[config.mk]
export PLATFORM = sky130hd
export DESIGN_NAME = serial_add_ctrl
export DESIGN_NICKNAME = d
export VERILOG_FILES = /design/src/rtl/serial_add_ctrl.sv
export SDC_FILE = /design/constraint.sdc
export NUM_CORES = 1
export LEC_CHECK = 0
export CAP_MARGIN = 10
export CORE_ASPECT_RATIO = 0.5
export CORE_MARGIN = 1
export CORE_UTILIZATION = 40
export DETAILED_ROUTE_END_ITERATION = 16
export PLACE_DENSITY = 0.65
export SLEW_MARGIN = 20
export SYNTH_ARGS = -nofsm -noshare
export SYNTH_HDL_FRONTEND = slang
export SYNTH_SLANG_ARGS = --single-unit
[constraint.sdc]
create_clock -name clk -period 2 [get_ports clk]
set_clock_uncertainty 0.1 [all_clocks]
set_input_delay 0.6 -clock clk [delete_from_list [all_inputs] [get_ports clk]]
set_output_delay 0.6 -clock clk [all_outputs]
set_load 0.02 [all_outputs]
[src/rtl/serial_add_ctrl.sv]
// serial_add_ctrl: bit-serial adder controller.
// Takes a WIDTH-bit operand pair, walks it LSB-first through a single
// full-adder cell (one bit per clock, registered carry) and returns a
// WIDTH+1-bit sum. The low APPROX_LSBS positions may use an approximate
// cell for the transaction when approx_en was high at accept time.
//
// Handshake semantics (both ports): a transfer happens on a rising edge
// where valid and ready are both high. Once out_valid is raised it stays
// high, with sum stable, until that transfer. in_ready and out_valid are
// decoded from registered state only, so neither depends combinationally
// on in_valid or out_ready.

module serial_add_ctrl #(
  parameter int WIDTH       = 8,
  parameter int APPROX_LSBS = 4
) (
  input  logic             clk,
  input  logic             rst_n,
  input  logic             in_valid,
  output logic             in_ready,
  input  logic [WIDTH-1:0] a,
  input  logic [WIDTH-1:0] b,
  input  logic             approx_en,
  output logic             out_valid,
  input  logic             out_ready,
  output logic [WIDTH:0]   sum,
  output logic             busy
);

  // Bit counter only needs to reach WIDTH-1; RUN is left at that count.
  localparam int CW = (WIDTH > 1) ? $clog2(WIDTH) : 1;
  localparam logic [CW-1:0] CNT_LAST = CW'(WIDTH - 1);

  typedef enum logic [1:0] {
    S_IDLE = 2'd0,
    S_RUN  = 2'd1,
    S_DONE = 2'd2
  } state_e;

  state_e           state_q, state_d;
  logic [WIDTH-1:0] a_q, a_d;
  logic [WIDTH-1:0] b_q, b_d;
  logic             approx_q, approx_d;
  logic             carry_q, carry_d;
  logic [CW-1:0]    cnt_q, cnt_d;
  logic [WIDTH:0]   sum_q, sum_d;

  // Adder cell signals for the current bit position.
  logic cell_a;
  logic cell_b;
  logic use_approx;
  logic exact_s;
  logic exact_c;
  logic apx_s;
  logic apx_c;
  logic cell_s;
  logic cell_c;

  // Full-adder cell: exact and approximate variants, selected per bit.
  // The approximate cell only differs on rows a=1,b=1 (cin 0 or 1).
  always_comb begin
    cell_a     = a_q[0];
    cell_b     = b_q[0];
    use_approx = approx_q && (int'(cnt_q) < APPROX_LSBS);
    exact_s    = cell_a ^ cell_b ^ carry_q;
    exact_c    = (cell_a & cell_b) | (cell_a & carry_q) | (cell_b & carry_q);
    apx_c      = carry_q & (cell_a | cell_b);
    apx_s      = (cell_a | cell_b | carry_q) & ~apx_c;
    cell_s     = use_approx ? apx_s : exact_s;
    cell_c     = use_approx ? apx_c : exact_c;
  end

  // Next-state and datapath update for the IDLE -> RUN -> DONE sequence.
  always_comb begin
    state_d  = state_q;
    a_d      = a_q;
    b_d      = b_q;
    approx_d = approx_q;
    carry_d  = carry_q;
    cnt_d    = cnt_q;
    sum_d    = sum_q;

    case (state_q)
      S_IDLE: begin
        if (in_valid) begin
          a_d      = a;
          b_d      = b;
          approx_d = approx_en;
          carry_d  = 1'b0;
          cnt_d    = '0;
          state_d  = S_RUN;
        end
      end

      S_RUN: begin
        // Drop this cycle's sum bit into its final position.
        for (int i = 0; i < WIDTH; i++) begin
          if (cnt_q == CW'(i)) begin
            sum_d[i] = cell_s;
          end
        end
        carry_d = cell_c;
        a_d     = a_q >> 1;
        b_d     = b_q >> 1;
        if (cnt_q == CNT_LAST) begin
          // Last bit: the cell's carry-out is the sum MSB. The counter
          // is left at its last value rather than wrapped.
          sum_d[WIDTH] = cell_c;
          state_d      = S_DONE;
        end else begin
          cnt_d = cnt_q + CW'(1);
        end
      end

      S_DONE: begin
        if (out_ready) begin
          state_d = S_IDLE;
        end
      end

      default: begin
        state_d = S_IDLE;
      end
    endcase
  end

  // State and datapath registers; synchronous active-low reset wins.
  always_ff @(posedge clk) begin
    if (!rst_n) begin
      state_q  <= S_IDLE;
      a_q      <= '0;
      b_q      <= '0;
      approx_q <= 1'b0;
      carry_q  <= 1'b0;
      cnt_q    <= '0;
      sum_q    <= '0;
    end else begin
      state_q  <= state_d;
      a_q      <= a_d;
      b_q      <= b_d;
      approx_q <= approx_d;
      carry_q  <= carry_d;
      cnt_q    <= cnt_d;
      sum_q    <= sum_d;
    end
  end

  // Handshake and status outputs decoded from the registered state.
  always_comb begin
    in_ready  = (state_q == S_IDLE);
    out_valid = (state_q == S_DONE);
    busy      = (state_q != S_IDLE);
    sum       = sum_q;
  end

endmodule

==> results of run 1 <==
-- layer usage --
metal,up-vias,GRT usage [%],wire length (um)
li1,667,-,-
met1,607,23.4,1590
met2,31,26.9,1430
met3,0,6.52,138
met4,0,5.71,0
met5,-,0,0
-- cell usage in the layout, fill, tap and decap left out --
master            n
fa_1              1
inv_1             9
and3b_1           1
nand2b_4          1
dlygate4sd2_1     3
clkdlybuf4s50_1  29
nor3b_4           1
and2b_1           1
or3_1             1
a31oi_1           1
o21bai_4          1
buf_12            1
nand2_1          22
o21ai_0          14
nand3_1           6
a22oi_1           2
a221oi_1          2
buf_4             8
ha_1              8
clkbuf_8          7
a311oi_1          4
nand2b_1          3
a21oi_1          31
nor3b_1           1
a21oi_2           1
and2_1            1
o21ba_2           1
nor2_1            5
nor2b_1           1
dfxtp_1          32
mux2i_1           8
o31ai_1           1
mux2i_2           1
-- path summary, 6_finish.rpt --
path,to,start,cells after the start,slack [ns]
worst min-delay path,sum[5],sum[5],2,0.36
worst max-delay path,sum[3],sum[3],1,0.07
worst max register to register,sum[3],a_q[0],6,0.42
worst min register to register,sum[5],sum[5],2,0.36
-- cell families (layout without fill, tap and decap cells) --
| family | after synthesis | in the layout | synth area share [%] |
|---|---|---|---|
| AOI/OAI and AO/OA | 58 | 58 | 22.5 |
| buffers and inverters | 21 | 57 | 6.80 |
| and+or+nand+nor | 44 | 44 | 14.7 |
| adders and majority gates | 9 | 9 | 7.86 |
| DFF | 32 | 32 | 41.9 |
| muxes | 9 | 9 | 6.14 |
-- metrics by stage --
step | utilization, % | worst slack [ns] | total power (uW) | hold slack [ns]
floorplan | - | 0.336 | 859 | 0.345
global placement | 54.2 | 0.0327 | 954 | 0.347
CTS | 56.8 | 0.0623 | 1490 | 0.361
global route | 56.8 | 0.00575 | 1560 | 0.380
detailed placement | 54.2 | 0.00998 | 958 | 0.353
finish | 56.8 | 0.0706 | 1470 | 0.355
-- synth_stat cells (all sizes together) (2+ instances only) --
| master | instances |
|---|---|
| a21oi | 32 |
| dfxtp | 32 |
| nand2 | 22 |
| o21ai | 14 |
| inv | 9 |
| mux2i | 9 |
| ha | 8 |
| buf | 6 |
| clkbuf | 6 |
| nand3 | 6 |
| nor2 | 5 |
| a311oi | 4 |
| nand2b | 4 |
| a221oi | 2 |
| a22oi | 2 |
| nor3b | 2 |
-- flip-flops by register name (all words and copies together), names as in the netlist --
signal	flops
sum	9
state_q	2
b_q	8
approx_q	1
a_q	8
cnt_q	3
carry_q	1
-- power breakdown --
part	leakage, uW	switching (uW)	internal, uW	total [uW]
logic	0.000526	127	119	246
clock network	0.0000503	223	306	529
registers	0.000262	21.1	674	695
total	0.000839	370	1100	1470
-- area by class of cell --
| cell class | count | area (sq um) |
|---|---|---|
| fill | 323 | 1530 |
| tap | 51 | 63.8 |
| inverter | 9 | 33.8 |
| sequential | 32 | 641 |
| timing repair buffer | 41 | 397 |
| clock buffer | 7 | 96.3 |
| multi-input combinational | 120 | 783 |
-- repair_timing --
action	4_1_cts	5_1_grt
setup buffers	0	0
endpoints found under the setup margin	3	0
resized for setup	3	0
==> run summary, run 1 <==
Layout area overhead - 31.9%
Synth top area cells - dfxtp_1 42%, a21oi_1 10%, ha_1 6.6%, nand2_1 5.4%, mux2i_1 5.2%
Cell taking the most area after synthesis - dfxtp_1
Worst EP arrival - 1.23 ns
Slew Viols, Final - 0
DRT Pass-1 Iters - 4
Ys flop type - dfxtp_1
DRC - 0
Largest net degree at the start of global routing - 22
Fin area - 2010 sq um
Die extent in x - 89.4 um
Top delay family on crit path - buffers and inverters
Area after DPL - 1920 sq um
CP required - 1.30 ns
Yosys cell types - 33
Post-synth ARST share - 0%
Outcome - complete, no violations
Placed cells - 253
Routed WL - 3160 um
Slew margin rel. - 77.4%
Hold Fails Final Rpt - 0
Power Dens Cells - 730 nW/um^2
Initial antenna violation count - 0
Final period util - 96.5%
Vias in the first global route - 1117
Mapped Avg Cell Area - 8.83 sq um
Mapped Cells - 173
Slowest CP cell - clkdlybuf4s50_1
Crit start category - flip-flop
Worst-Margin Slew - 0.332 ns
Final GP Congestion - 0.767
Synth top area share - 41.9%
Num CTS Buffers - 5
CORE AREA - 3550 sq um
First-pass GRT wire length - 5260 um
YS warnings - 0
Hold_buf cts - 0
Max IR drop VDD - 325 uV
Die area - 4090 sq um
CP Max Fanout - 2
CP cell instances - clkdlybuf4s50_1
Reg clk slew, reported paths - 0.07 ns
Unrepaired setup endpoints after global routing - false
Fin cells - 260
Row count - 15
Port Buffers - 32
Final #Nets - 239
Top Ports - 33
Clock Path Buffers - 2
Routed len/inst - 12.1 um
CP peak stage delay - 0.61 ns
Max_cap viols - 0
Die Y - 45.7 um
Maximum clock rate - 0.518 GHz
Setup violations, final - 0
Synth Cell Area - 1530 sq um
CTS tree - done
Diodes inserted - 0
ANT nets after route - 0
Sequential area share after synthesis - 41.9%
Seq cells post-synth - 32
H-tree levels - 2
Number of synthesized flops with an enable pin - 0
Hold Crit Class - reg2reg
Iter 0 DRT Violations - 33
Latest clock arrival within the worst-skew pair - 0.28 ns
Post-Syn Nets - 203
WS Path Type - reg2out
Setup_tns - 0 ns
DR vias/cell - 5.02
Initial Util - 43.1%
CP endpoint kind - output pin
Via count - 1305
Global route overflow - 0
Total global-route track usage - 17.7%
DP HPWL - 2220 um
CTS Sinks - 32
Leakage Power - 0.000839 uW
Layout cell share with drive strength beyond 1 - 10.5%
Min Clock Period, post-route - 1.93 ns
Clock root cell - clkbuf_8
CP Buf/Inv Count - 1
No activity file was read; power rests on OpenSTA's default activity.
==> inputs of run 2 (changes only) <==
--- a/config.mk
+++ b/config.mk
@@ -5,7 +5,6 @@
 export SDC_FILE = /design/constraint.sdc
 export NUM_CORES = 1
 export LEC_CHECK = 0
-export CAP_MARGIN = 10
 export CORE_ASPECT_RATIO = 0.5
 export CORE_MARGIN = 1
 export CORE_UTILIZATION = 40
==> results of run 2 <==
Same layout as run 1: the final DEF is identical, and so are final timing and power.
==> inputs of run 3 (changes only) <==
--- a/config.mk
+++ b/config.mk
@@ -8,6 +8,7 @@
 export CORE_ASPECT_RATIO = 0.5
 export CORE_MARGIN = 1
 export CORE_UTILIZATION = 40
+export CTS_CLUSTER_SIZE = 40
 export DETAILED_ROUTE_END_ITERATION = 16
 export PLACE_DENSITY = 0.65
 export SLEW_MARGIN = 20
==> results of run 3 <==
Same layout as run 1: the final DEF is identical, and so are final timing and power.
